--- src/rtl/hazard_scoreboard_if.sv ---
// Decode-side bundle for hazard_scoreboard: issue, source operands, stall/forward results.
// Statistics outputs exist only when HAZARD_STATS_EN is defined.
interface hazard_scoreboard_if #(
  parameter int unsigned NREGS  = 16,
  parameter int unsigned STAGES = 3,
  parameter int unsigned LATW   = 2
);
  localparam int unsigned RW = $clog2(NREGS);
  localparam int unsigned FW = $clog2(STAGES + 1);

  logic            hold_i;
  logic            flush_i;
  logic            issue_valid_i;
  logic            issue_wen_i;
  logic [RW-1:0]   issue_dest_i;
  logic [LATW-1:0] issue_lat_i;
  logic            src1_valid_i;
  logic            src2_valid_i;
  logic [RW-1:0]   src1_addr_i;
  logic [RW-1:0]   src2_addr_i;
  logic            stall_o;
  logic [FW-1:0]   fwd1_o;
  logic [FW-1:0]   fwd2_o;
  logic            busy_o;
`ifdef HAZARD_STATS_EN
  logic [31:0]     stall_cnt_o;
  logic [31:0]     fwd_cnt_o;
`endif

  modport master (
    output hold_i,
    output flush_i,
    output issue_valid_i,
    output issue_wen_i,
    output issue_dest_i,
    output issue_lat_i,
    output src1_valid_i,
    output src2_valid_i,
    output src1_addr_i,
    output src2_addr_i,
    input  stall_o,
    input  fwd1_o,
    input  fwd2_o,
    input  busy_o
`ifdef HAZARD_STATS_EN
    ,
    input  stall_cnt_o,
    input  fwd_cnt_o
`endif
  );

  modport slave (
    input  hold_i,
    input  flush_i,
    input  issue_valid_i,
    input  issue_wen_i,
    input  issue_dest_i,
    input  issue_lat_i,
    input  src1_valid_i,
    input  src2_valid_i,
    input  src1_addr_i,
    input  src2_addr_i,
    output stall_o,
    output fwd1_o,
    output fwd2_o,
    output busy_o
`ifdef HAZARD_STATS_EN
    ,
    output stall_cnt_o,
    output fwd_cnt_o
`endif
  );
endinterface

--- src/rtl/hazard_scoreboard.sv ---
// Shift-register scoreboard of in-flight writes driving operand forwarding and load-use stall.
// Optional stall/forward statistics counters are built when HAZARD_STATS_EN is defined.
module hazard_scoreboard #(
  parameter int unsigned NREGS        = 16,
  parameter int unsigned STAGES       = 3,
  parameter int unsigned LATW         = 2,
  parameter int unsigned FLUSH_STAGES = 1
) (
  input  logic               clk_i,
  input  logic               rst_i,
  hazard_scoreboard_if.slave bus
);
  localparam int unsigned RW = $clog2(NREGS);
  localparam int unsigned FW = $clog2(STAGES + 1);

  logic [STAGES-1:0] valid_q, valid_d;
  logic [STAGES-1:0] wen_q, wen_d;
  logic [RW-1:0]     dest_q [STAGES];
  logic [RW-1:0]     dest_d [STAGES];
  logic [LATW-1:0]   cnt_q  [STAGES];
  logic [LATW-1:0]   cnt_d  [STAGES];

  logic [1:0]        src_valid;
  logic [RW-1:0]     src_addr  [2];
  logic [1:0]        src_stall;
  logic [FW-1:0]     src_fwd   [2];
  logic              stall;
  logic [LATW-1:0]   issue_cnt;

  assign src_valid   = {bus.src2_valid_i, bus.src1_valid_i};
  assign src_addr[0] = bus.src1_addr_i;
  assign src_addr[1] = bus.src2_addr_i;

  // Scan oldest to youngest so the youngest matching producer overrides older ones.
  always_comb begin
    for (int i = 0; i < 2; i++) begin
      src_stall[i] = 1'b0;
      src_fwd[i]   = '0;
      for (int s = STAGES - 1; s >= 0; s--) begin
        if (valid_q[s] && wen_q[s] && (dest_q[s] == src_addr[i])) begin
          if (cnt_q[s] == '0) begin
            src_fwd[i]   = FW'(s + 1);
            src_stall[i] = 1'b0;
          end else begin
            src_fwd[i]   = '0;
            src_stall[i] = 1'b1;
          end
        end
      end
      if (!src_valid[i]) begin
        src_stall[i] = 1'b0;
        src_fwd[i]   = '0;
      end
    end
  end

  assign stall      = |src_stall;
  assign bus.stall_o = stall;
  assign bus.fwd1_o  = src_fwd[0];
  assign bus.fwd2_o  = src_fwd[1];
  assign bus.busy_o  = |valid_q;

  // Countdown cannot usefully exceed the cycles left before retirement.
  always_comb begin
    if (int'(bus.issue_lat_i) > int'(STAGES) - 1) begin
      issue_cnt = LATW'(STAGES - 1);
    end else begin
      issue_cnt = bus.issue_lat_i;
    end
  end

  always_comb begin
    valid_d = valid_q;
    wen_d   = wen_q;
    dest_d  = dest_q;
    cnt_d   = cnt_q;
    if (!bus.hold_i) begin
      for (int s = 1; s < STAGES; s++) begin
        // Entry leaving stage s-1 is squashed when it sits inside the flush window.
        valid_d[s] = valid_q[s-1] && !(bus.flush_i && (s < int'(FLUSH_STAGES)));
        wen_d[s]   = wen_q[s-1];
        dest_d[s]  = dest_q[s-1];
        cnt_d[s]   = (cnt_q[s-1] == '0) ? '0 : cnt_q[s-1] - LATW'(1);
      end
      valid_d[0] = bus.issue_valid_i && !stall && !bus.flush_i;
      wen_d[0]   = bus.issue_wen_i;
      dest_d[0]  = bus.issue_dest_i;
      cnt_d[0]   = issue_cnt;
    end
  end

  always_ff @(posedge clk_i or posedge rst_i) begin
    if (rst_i) begin
      valid_q <= '0;
      wen_q   <= '0;
      for (int s = 0; s < STAGES; s++) begin
        dest_q[s] <= '0;
        cnt_q[s]  <= '0;
      end
    end else begin
      valid_q <= valid_d;
      wen_q   <= wen_d;
      for (int s = 0; s < STAGES; s++) begin
        dest_q[s] <= dest_d[s];
        cnt_q[s]  <= cnt_d[s];
      end
    end
  end

`ifdef HAZARD_STATS_EN
  logic [31:0] stall_cnt_q;
  logic [31:0] fwd_cnt_q;

  always_ff @(posedge clk_i or posedge rst_i) begin
    if (rst_i) begin
      stall_cnt_q <= '0;
      fwd_cnt_q   <= '0;
    end else if (!bus.hold_i) begin
      if (stall) begin
        stall_cnt_q <= stall_cnt_q + 32'd1;
      end
      if (bus.issue_valid_i && !stall && ((src_fwd[0] != '0) || (src_fwd[1] != '0))) begin
        fwd_cnt_q <= fwd_cnt_q + 32'd1;
      end
    end
  end

  assign bus.stall_cnt_o = stall_cnt_q;
  assign bus.fwd_cnt_o   = fwd_cnt_q;
`else
  // Statistics counters are not built in this configuration.
`endif

endmodule
--- src/flat_wrapper.sv ---
// flat-port wrapper written by rule: the top's interface ports become plain ports
module hazard_scoreboard_flat 
#(
  parameter int unsigned NREGS        = 16,
  parameter int unsigned STAGES       = 3,
  parameter int unsigned LATW         = 2,
  parameter int unsigned FLUSH_STAGES = 1
)
  (clk_i, rst_i, bus_hold_i, bus_flush_i, bus_issue_valid_i, bus_issue_wen_i, bus_issue_dest_i, bus_issue_lat_i, bus_src1_valid_i, bus_src2_valid_i, bus_src1_addr_i, bus_src2_addr_i, bus_stall_o, bus_fwd1_o, bus_fwd2_o, bus_busy_o);
  hazard_scoreboard_if #(.NREGS(NREGS), .STAGES(STAGES), .LATW(LATW)) bus_i ();
  input  logic clk_i;
  input  logic rst_i;
  input wire logic [$bits(bus_i.hold_i)-1:0] bus_hold_i;
  input wire logic [$bits(bus_i.flush_i)-1:0] bus_flush_i;
  input wire logic [$bits(bus_i.issue_valid_i)-1:0] bus_issue_valid_i;
  input wire logic [$bits(bus_i.issue_wen_i)-1:0] bus_issue_wen_i;
  input wire logic [$bits(bus_i.issue_dest_i)-1:0] bus_issue_dest_i;
  input wire logic [$bits(bus_i.issue_lat_i)-1:0] bus_issue_lat_i;
  input wire logic [$bits(bus_i.src1_valid_i)-1:0] bus_src1_valid_i;
  input wire logic [$bits(bus_i.src2_valid_i)-1:0] bus_src2_valid_i;
  input wire logic [$bits(bus_i.src1_addr_i)-1:0] bus_src1_addr_i;
  input wire logic [$bits(bus_i.src2_addr_i)-1:0] bus_src2_addr_i;
  output wire logic [$bits(bus_i.stall_o)-1:0] bus_stall_o;
  output wire logic [$bits(bus_i.fwd1_o)-1:0] bus_fwd1_o;
  output wire logic [$bits(bus_i.fwd2_o)-1:0] bus_fwd2_o;
  output wire logic [$bits(bus_i.busy_o)-1:0] bus_busy_o;
  assign bus_i.hold_i = bus_hold_i;
  assign bus_i.flush_i = bus_flush_i;
  assign bus_i.issue_valid_i = bus_issue_valid_i;
  assign bus_i.issue_wen_i = bus_issue_wen_i;
  assign bus_i.issue_dest_i = bus_issue_dest_i;
  assign bus_i.issue_lat_i = bus_issue_lat_i;
  assign bus_i.src1_valid_i = bus_src1_valid_i;
  assign bus_i.src2_valid_i = bus_src2_valid_i;
  assign bus_i.src1_addr_i = bus_src1_addr_i;
  assign bus_i.src2_addr_i = bus_src2_addr_i;
  assign bus_stall_o = bus_i.stall_o;
  assign bus_fwd1_o = bus_i.fwd1_o;
  assign bus_fwd2_o = bus_i.fwd2_o;
  assign bus_busy_o = bus_i.busy_o;
  hazard_scoreboard #(.NREGS(NREGS), .STAGES(STAGES), .LATW(LATW), .FLUSH_STAGES(FLUSH_STAGES)) u_core (.clk_i(clk_i), .rst_i(rst_i), .bus(bus_i));
endmodule
--- config.mk ---
export PLATFORM = sky130hd
export DESIGN_NAME = hazard_scoreboard_flat
export DESIGN_NICKNAME = d
export VERILOG_FILES = /design/src/rtl/hazard_scoreboard_if.sv /design/src/rtl/hazard_scoreboard.sv /design/src/flat_wrapper.sv
export SDC_FILE = /design/constraint.sdc
export NUM_CORES = 1
export LEC_CHECK = 0
export ABC_AREA = 0
export BUFFER_PORTS_ARGS = -buffer_cell sky130_fd_sc_hd__buf_2
export CORE_MARGIN = 2
export CORE_UTILIZATION = 45
export DETAILED_ROUTE_END_ITERATION = 12
export PLACE_DENSITY = 0.66
export SLEW_MARGIN = 20
export SYNTH_ARGS = -nofsm -noshare
export SYNTH_HDL_FRONTEND = slang
export SYNTH_SLANG_ARGS = --single-unit
export TNS_END_PERCENT = 5
--- constraint.sdc ---
create_clock -name clk_i -period 5.55 [get_ports clk_i]
set_clock_uncertainty 0.1 [all_clocks]
set_input_delay 0.8325 -clock clk_i [delete_from_list [all_inputs] [get_ports clk_i]]
set_output_delay 0.8325 -clock clk_i [all_outputs]
set_load 0.01 [all_outputs]
==> impl_results.md, run 1 <==
* GPL Wtd Cong at 0.807
* Synthesized area at 0.00142 mm²
* Mean Syn Cell Area at 10.9 µm²
* Sequential share of the synthesized area at 42.2%
* PD cells at 247 mW/mm²
* DR vias at 1039
* Pins Over Slew Limit at 0
* Synth warn at 0
* Fin Setup TNS at 0 ns
* Total GRT Usage at 16.3%
* RR Startpoint: u_core.dest_q[7]
* I/O pin total at 28
* VDD IR max at 0.000117 V
* Multi-input gate area in the final layout at 807 µm²
* Sequential fraction of design power at 55.9%
* Run status: complete, no violations
* Slew @ Worst Pin at 0.901 ns
* CTS-repair resized insts at 0
* Detailed placement HPWL at 2090 µm
* Share of the synthesized area in the top cell type at 42.2%
* Pin count of the biggest net entering global routing at 31
* Most common cell in the netlist: dfrtp_1
* First-pass GRT wire length at 4330 µm
* Syn Nets at 152
* Initial core utilization at 47.0%
* Core box area at 0.00303 mm²
* Post-CTS setup buffer count at 0
* Final count of hold timing violations at 0
* WL final at 2710 µm
* Post-route insts no fill at 201
* DR DRC count at 0
* Nets at 181
* Post-synth cell types at 34
* CP arrival at 2.42 ns
* Die Width at 60.2 µm
* Fill count at 290
* Final Critical Period at 3.36 ns
* Top_reg_cell synth: dfrtp_1
* Row cnt at 20
* FF/Latch Area at 601 µm²
* Placed Cells at 198
* Vias in the first global route at 941
* Seq cells post-synth at 24
* Clock Power Share at 18.8%
* Post-synth EDFFs at 0
* Clock root buffer: clkbuf_4
* Post-Route Utilization at 53.6%
* # clock sinks at 24
* Initial antenna violation count at 0
* Placement Setup Slack at 2.22 ns
* Hold_buf cts at 0
* Rel. slew slack at 39.8%
* Number of vias per cell at 5.17
* Top cell type by total area after synthesis: dfrtp_1
* Total CTS buffers at 3
* Clk slew on worst S/H paths at 0.13 ns
* Switching power at 0.000126 W
* CP required at 4.62 ns
* Wirelength per Cell at 13.5 µm
* P_int at 0.000274 W
* Area Overhead vs Synth at 14.2%
* Fin crit share at 60.5%
* Diodes inserted at 0
* Setup crit start: bus_src2_addr_i[1]
* CTS tree: built
* Number of DRC markers in iteration 0 at 27
* IO buf count at 27
* Post-synth top cells: dfrtp_1, mux2_2, xor2_1
* Die ar. at 0.00363 mm²
* Switching Fraction at 31.5%
* Max-Cap Viols at 0
* # setup viols final at 0
* Mapped Cells at 130
* Worst Hold Launch: u_core.cnt_q[5]
* Share of post-route cells with drive strength above 1 at 33.8%
* Worst skew pair latency at 0.31 ns
* Largest cells by area after synthesis: dfrtp_1, mux2_2, xor2_1, xnor2_1, nand2_1
* CTS H-tree depth at 1
* Overflow after GRT at 0
* Unrepaired setup endpoints after global routing: false
* Critical path fanouts, max at 4
* Max Root-Sink Buffers at 2
* Critical path class: in2out
* Die H at 60.2 µm
* Combinational Power Share at 25.3%
* Hold slack at 0.456 ns
* Static Leak at 0.710 nW
* Post-route ant nets at 0
* CP endpoint kind: output pin
* Drt first pass iters at 4
* Proportion of synthesized flip-flops having asynchronous set or reset at 100%
* Crit start category: input port
* HP Class: reg2reg
* Fmax at 298 MHz
* Final Worst Setup Slack at 2.19 ns
==> cell families (layout without fill, tap and decap cells) <==
family / count (synthesis) / in the layout / share of synthesized area (%)
AO/OA/AOI/OAI: 16 / 16 / 9.32
multiplexers: 18 / 18 / 14.2
XOR/XNOR: 24 / 24 / 14.8
flip-flops: 24 / 24 / 42.2
AND/OR/NAND/NOR: 44 / 44 / 18.4
buffers and inverters: 4 / 31 / 1.06
==> critical path, stage by stage <==
cell       delay (ns)
buf_2            0.13
xor2_1           0.24
nor4_4           0.09
a2111oi_0        0.72
nand2_1          0.11
a21boi_1         0.16
buf_2            0.14
==> layout by cell type (no fill, tap or decap) <==
cell type / n
o211a_1: 1
or2_1: 1
or3_1: 1
nor4_4: 2
xnor2_1: 9
inv_1: 1
nor4_1: 1
nand2b_1: 3
nand2_1: 12
a21boi_1: 1
o41ai_2: 1
nand4b_1: 1
buf_2: 27
and2_1: 2
a2111oi_0: 1
a211o_2: 1
nand4_1: 2
dfrtp_1: 24
o311a_1: 2
nor2_1: 7
a21oi_1: 1
nor3b_1: 2
clkbuf_4: 3
nor3_1: 1
and3_1: 1
or4bb_1: 1
a22o_1: 2
nand3_1: 5
xor2_1: 15
a21boi_0: 1
o21ai_0: 3
mux2_2: 18
or4_1: 1
or2_2: 1
a211oi_1: 2
==> power groups by stage <==
stage | logic, W | clock network [W] | registers (W)
floorplan | 0.0000778 | 0 | 0.000220
global placement | 0.000100 | 0 | 0.000225
detailed placement | 0.000102 | 0 | 0.000227
CTS | 0.000103 | 0.0000782 | 0.000223
global route | 0.000112 | 0.0000856 | 0.000228
finish | 0.000101 | 0.0000752 | 0.000224
==> path summary, 6_finish.rpt <==
check / cells after the start / endpoint / slack, ns
max in group asynchronous: 2 / u_core.dest_q[8] / 4.21
setup / recovery: 7 / bus_fwd2_o[0] / 2.19
setup reg to reg: 5 / u_core.valid_q[0] / 3.57
min in group asynchronous: 2 / u_core.cnt_q[5] / 0.59
hold reg to reg: 1 / u_core.cnt_q[2] / 0.46
hold / removal: 1 / u_core.cnt_q[2] / 0.46
==> per-layer routing <==
metal	vias up	track usage (%)	wire, µm
li1	521	-	-
met5	-	0	0
met1	495	24.3	1300
met2	19	24.1	1280
met3	4	1.95	89
met4	0	5.71	36
==> state kept, by name, summed over array words and instances (netlist names) <==
| name | flops |
|---|---|
| u_core.cnt_q | 6 |
| u_core.dest_q | 12 |
| u_core.valid_q | 3 |
| u_core.wen_q | 3 |
==> cell type report <==
class	count	share of cell area, %
clock buffers	3	1.39
inverters	1	0.231
multi-input cells	102	49.7
flip-flops and latches	24	37.0
well taps	44	3.39
repair buffers	27	8.32
==> through the flow <==
step                      total power (W)  instance area [µm²]
after detailed placement         0.000329                 1600
after CTS                        0.000404                 1620
after global placement           0.000325                 1600
after floorplan                  0.000298                 1420
after global routing             0.000426                 1620
final                            0.000400                 1620
(Power assumes the default switching activity.)
==> inputs of run 2 (changes only) <==
--- a/config.mk
+++ b/config.mk
@@ -5,7 +5,7 @@
 export SDC_FILE = /design/constraint.sdc
 export NUM_CORES = 1
 export LEC_CHECK = 0
-export ABC_AREA = 0
+export ABC_AREA = 1
 export BUFFER_PORTS_ARGS = -buffer_cell sky130_fd_sc_hd__buf_2
 export CORE_MARGIN = 2
 export CORE_UTILIZATION = 45
==> constraint.sdc (replaced) <==
create_clock -name clk_i -period 3.23 [get_ports clk_i]
set_clock_uncertainty 0.1 [all_clocks]
set_input_delay 0.4845 -clock clk_i [delete_from_list [all_inputs] [get_ports clk_i]]
set_output_delay 0.4845 -clock clk_i [all_outputs]
set_load 0.01 [all_outputs]
==> impl_results.md, run 2 <==
* Detailed placement HPWL at 2520 µm (was 2090 µm)
* Max Root-Sink Buffers at 2 (unchanged)
* Sequential share of the synthesized area at 40.7% (was 42.2%)
* Worst skew pair latency at 0.31 ns (about the same)
* Post-synth cell types at 22 (was 34)
* Hold_buf cts at 0 (unchanged)
* Critical path class: reg2out (was in2out)
* Run status: complete, no violations (unchanged)
* Area Overhead vs Synth at 13.4% (was 14.2%)
* Drt first pass iters at 4 (unchanged)
* Clk slew on worst S/H paths at 0.12 ns (was 0.13 ns)
* VDD IR max at 0.000296 V (was 0.000117 V)
* PD cells at 380 mW/mm² (was 247 mW/mm²)
* Pin count of the biggest net entering global routing at 25 (was 31)
* Static Leak at 0.861 nW (was 0.710 nW)
* CTS-repair resized insts at 0 (unchanged)
* Final Worst Setup Slack at 0.974 ns (was 2.19 ns)
* Mapped Cells at 204 (was 130)
* DR DRC count at 0 (unchanged)
* Clock root buffer: clkbuf_4 (unchanged)
* First-pass GRT wire length at 5300 µm (was 4330 µm)
* Slew @ Worst Pin at 0.887 ns (was 0.901 ns)
* Fmax at 443 MHz
* IO buf count at 27 (unchanged)
* CP required at 2.65 ns (was 4.62 ns)
* Nets at 254 (was 181)
* Reg with most FFs: u_core.dest_q (unchanged)
* Total CTS buffers at 3 (unchanged)
* Rel. slew slack at 40.8% (was 39.8%)
* CTS H-tree depth at 1 (unchanged)
* Fin crit share at 69.8%
* Vias in the first global route at 1177 (was 941)
* Initial core utilization at 47.9% (was 47.0%)
* # clock sinks at 24 (unchanged)
* Synthesized area at 0.00148 mm² (was 0.00142 mm²)
* Die ar. at 0.00375 mm² (was 0.00363 mm²)
* Most frequent cells in the layout: nand2_1, buf_2, dfrtp_1, o21ai_0, inv_1 (was buf_2, dfrtp_1, mux2_2, xor2_1, nand2_1)
* Post-route ant nets at 0 (unchanged)
* Share of the synthesized area in the top cell type at 40.7% (was 42.2%)
* Post-CTS setup buffer count at 0 (unchanged)
* I/O pin total at 28 (unchanged)
* Most common cell in the netlist: nand2_1 (was dfrtp_1)
* Wirelength per Cell at 11.4 µm (was 13.5 µm)
* Number of vias per cell at 4.86 (was 5.17)
* Syn Nets at 226 (was 152)
* Tot Pwr at 0.000636 W (was 0.000400 W)
* Mean Syn Cell Area at 7.23 µm² (was 10.9 µm²)
* Post-synth top cells: nand2_1, dfrtp_1, o21ai_0 (was dfrtp_1, mux2_2, xor2_1)
* GPL Wtd Cong at 0.822 (was 0.807)
* Top_reg_cell synth: dfrtp_1 (unchanged)
* Critical path fanouts, max at 5 (was 4)
* WL final at 3110 µm (was 2710 µm)
* CP endpoint kind: output pin (unchanged)
* Row cnt at 20 (unchanged)
* # setup viols final at 0 (unchanged)
* Top cell type by total area after synthesis: dfrtp_1 (unchanged)
* Largest cells by area after synthesis: dfrtp_1, nand2_1, o21ai_0, nand3_1, inv_1 (was dfrtp_1, mux2_2, xor2_1, xnor2_1, nand2_1)
* Number of DRC markers in iteration 0 at 80 (was 27)
* Final count of hold timing violations at 0 (unchanged)
* Initial antenna violation count at 0 (unchanged)
* Commonest non-fill, non-tap cell in the layout: nand2_1 (was buf_2)
* CTS tree: built (unchanged)
* Crit start category: flop (was input port)
* Fin Setup TNS at 0 ns (unchanged)
* Die H at 61.3 µm (was 60.2 µm)
* Proportion of synthesized flip-flops having asynchronous set or reset at 100% (unchanged)
* Placement Setup Slack at 1.13 ns (was 2.22 ns)
* Post-Route Utilization at 54.3% (was 53.6%)
* Seq cells post-synth at 24 (unchanged)
* Core box area at 0.00308 mm² (was 0.00303 mm²)
* Biggest regs: u_core.dest_q (12), u_core.cnt_q (6) (unchanged)
* Pins Over Slew Limit at 0 (unchanged)
* Post-synth EDFFs at 0 (unchanged)
* Unrepaired setup endpoints after global routing: false (unchanged)
* Final Critical Period at 2.26 ns
* Max-Cap Viols at 0 (unchanged)
* Diodes inserted at 0 (unchanged)
* DR vias at 1333 (was 1039)
* Total GRT Usage at 19.3% (was 16.3%)
* Share of post-route cells with drive strength above 1 at 23.5% (was 33.8%)
* CP arrival at 1.67 ns (was 2.42 ns)
* Overflow after GRT at 0 (unchanged)
* Max reg flops at 12 (unchanged)
* HP Class: in2async (was reg2reg)
* Synth warn at 0 (unchanged)
* Die Width at 61.3 µm (was 60.2 µm)
## run 2: worst max-delay path, cell delays in order (launching register included)
cell	delay [ns]
dfrtp_1	0.40
inv_1	0.16
o21ai_1	0.09
a211oi_2	0.26
nand3_1	0.14
nand3_2	0.12
nand2_1	0.06
buf_2	0.13
## run 2: worst paths after layout
check | depth (start not counted) | end | slack (ns) | startpoint
setup / recovery | 7 | bus_stall_o | 0.97 | u_core.dest_q[11]
hold / removal | 2 | u_core.valid_q[2] | 0.24 | rst_i
setup reg to reg | 8 | u_core.valid_q[0] | 1.73 | u_core.dest_q[8]
hold reg to reg | 2 | u_core.cnt_q[1] | 0.39 | u_core.cnt_q[1]
max in group asynchronous | 2 | u_core.dest_q[6] | 2.25 | rst_i
min in group clk_i | 3 | u_core.dest_q[9] | 0.27 | bus_issue_dest_i[1]
## run 2: layout make-up
| cell class | instances | area (µm²) |
|---|---|---|
| timing repair buffer | 27 | 135 |
| clock buffer | 3 | 22.5 |
| sequential | 24 | 601 |
| inverter | 24 | 90.1 |
| multi-input combinational | 152 | 769 |
| fill | 326 | 1410 |
| tap | 44 | 55.1 |
## run 2: power breakdown
group / internal, W / switching, W
sequential: 0.000331 / 0.0000299
combinational: 0.0000550 / 0.0000930
clock: 0.0000436 / 0.0000832
total: 0.000430 / 0.000206
## run 2: metal layers
metal / track usage, % / routed length (µm) / up-vias
met5: 0 / 0 / -
met4: 6.52 / 35 / 0
met3: 2.73 / 146 / 4
met2: 29.2 / 1350 / 32
met1: 28.5 / 1580 / 589
li1: - / - / 708
## run 2: cells by family (layout without fill, tap and decap cells)
logic type             after synthesis  after routing  share of synthesized area, %
buffers and inverters               28             54                          7.12
XOR/XNOR                             8              8                          4.75
AND/OR/NAND/NOR                    112            112                          35.7
flip-flops                          24             24                          40.7
AO/OA/AOI/OAI                       32             32                          11.7
## run 2: through the flow
step                      cells  hold slack [ns]  instance area, µm²
after floorplan             204            0.350                1480
final                       274            0.242                1670
after detailed placement    271            0.368                1650
after global placement      271            0.367                1650
after CTS                   274            0.267                1670
after global routing        274            0.280                1670
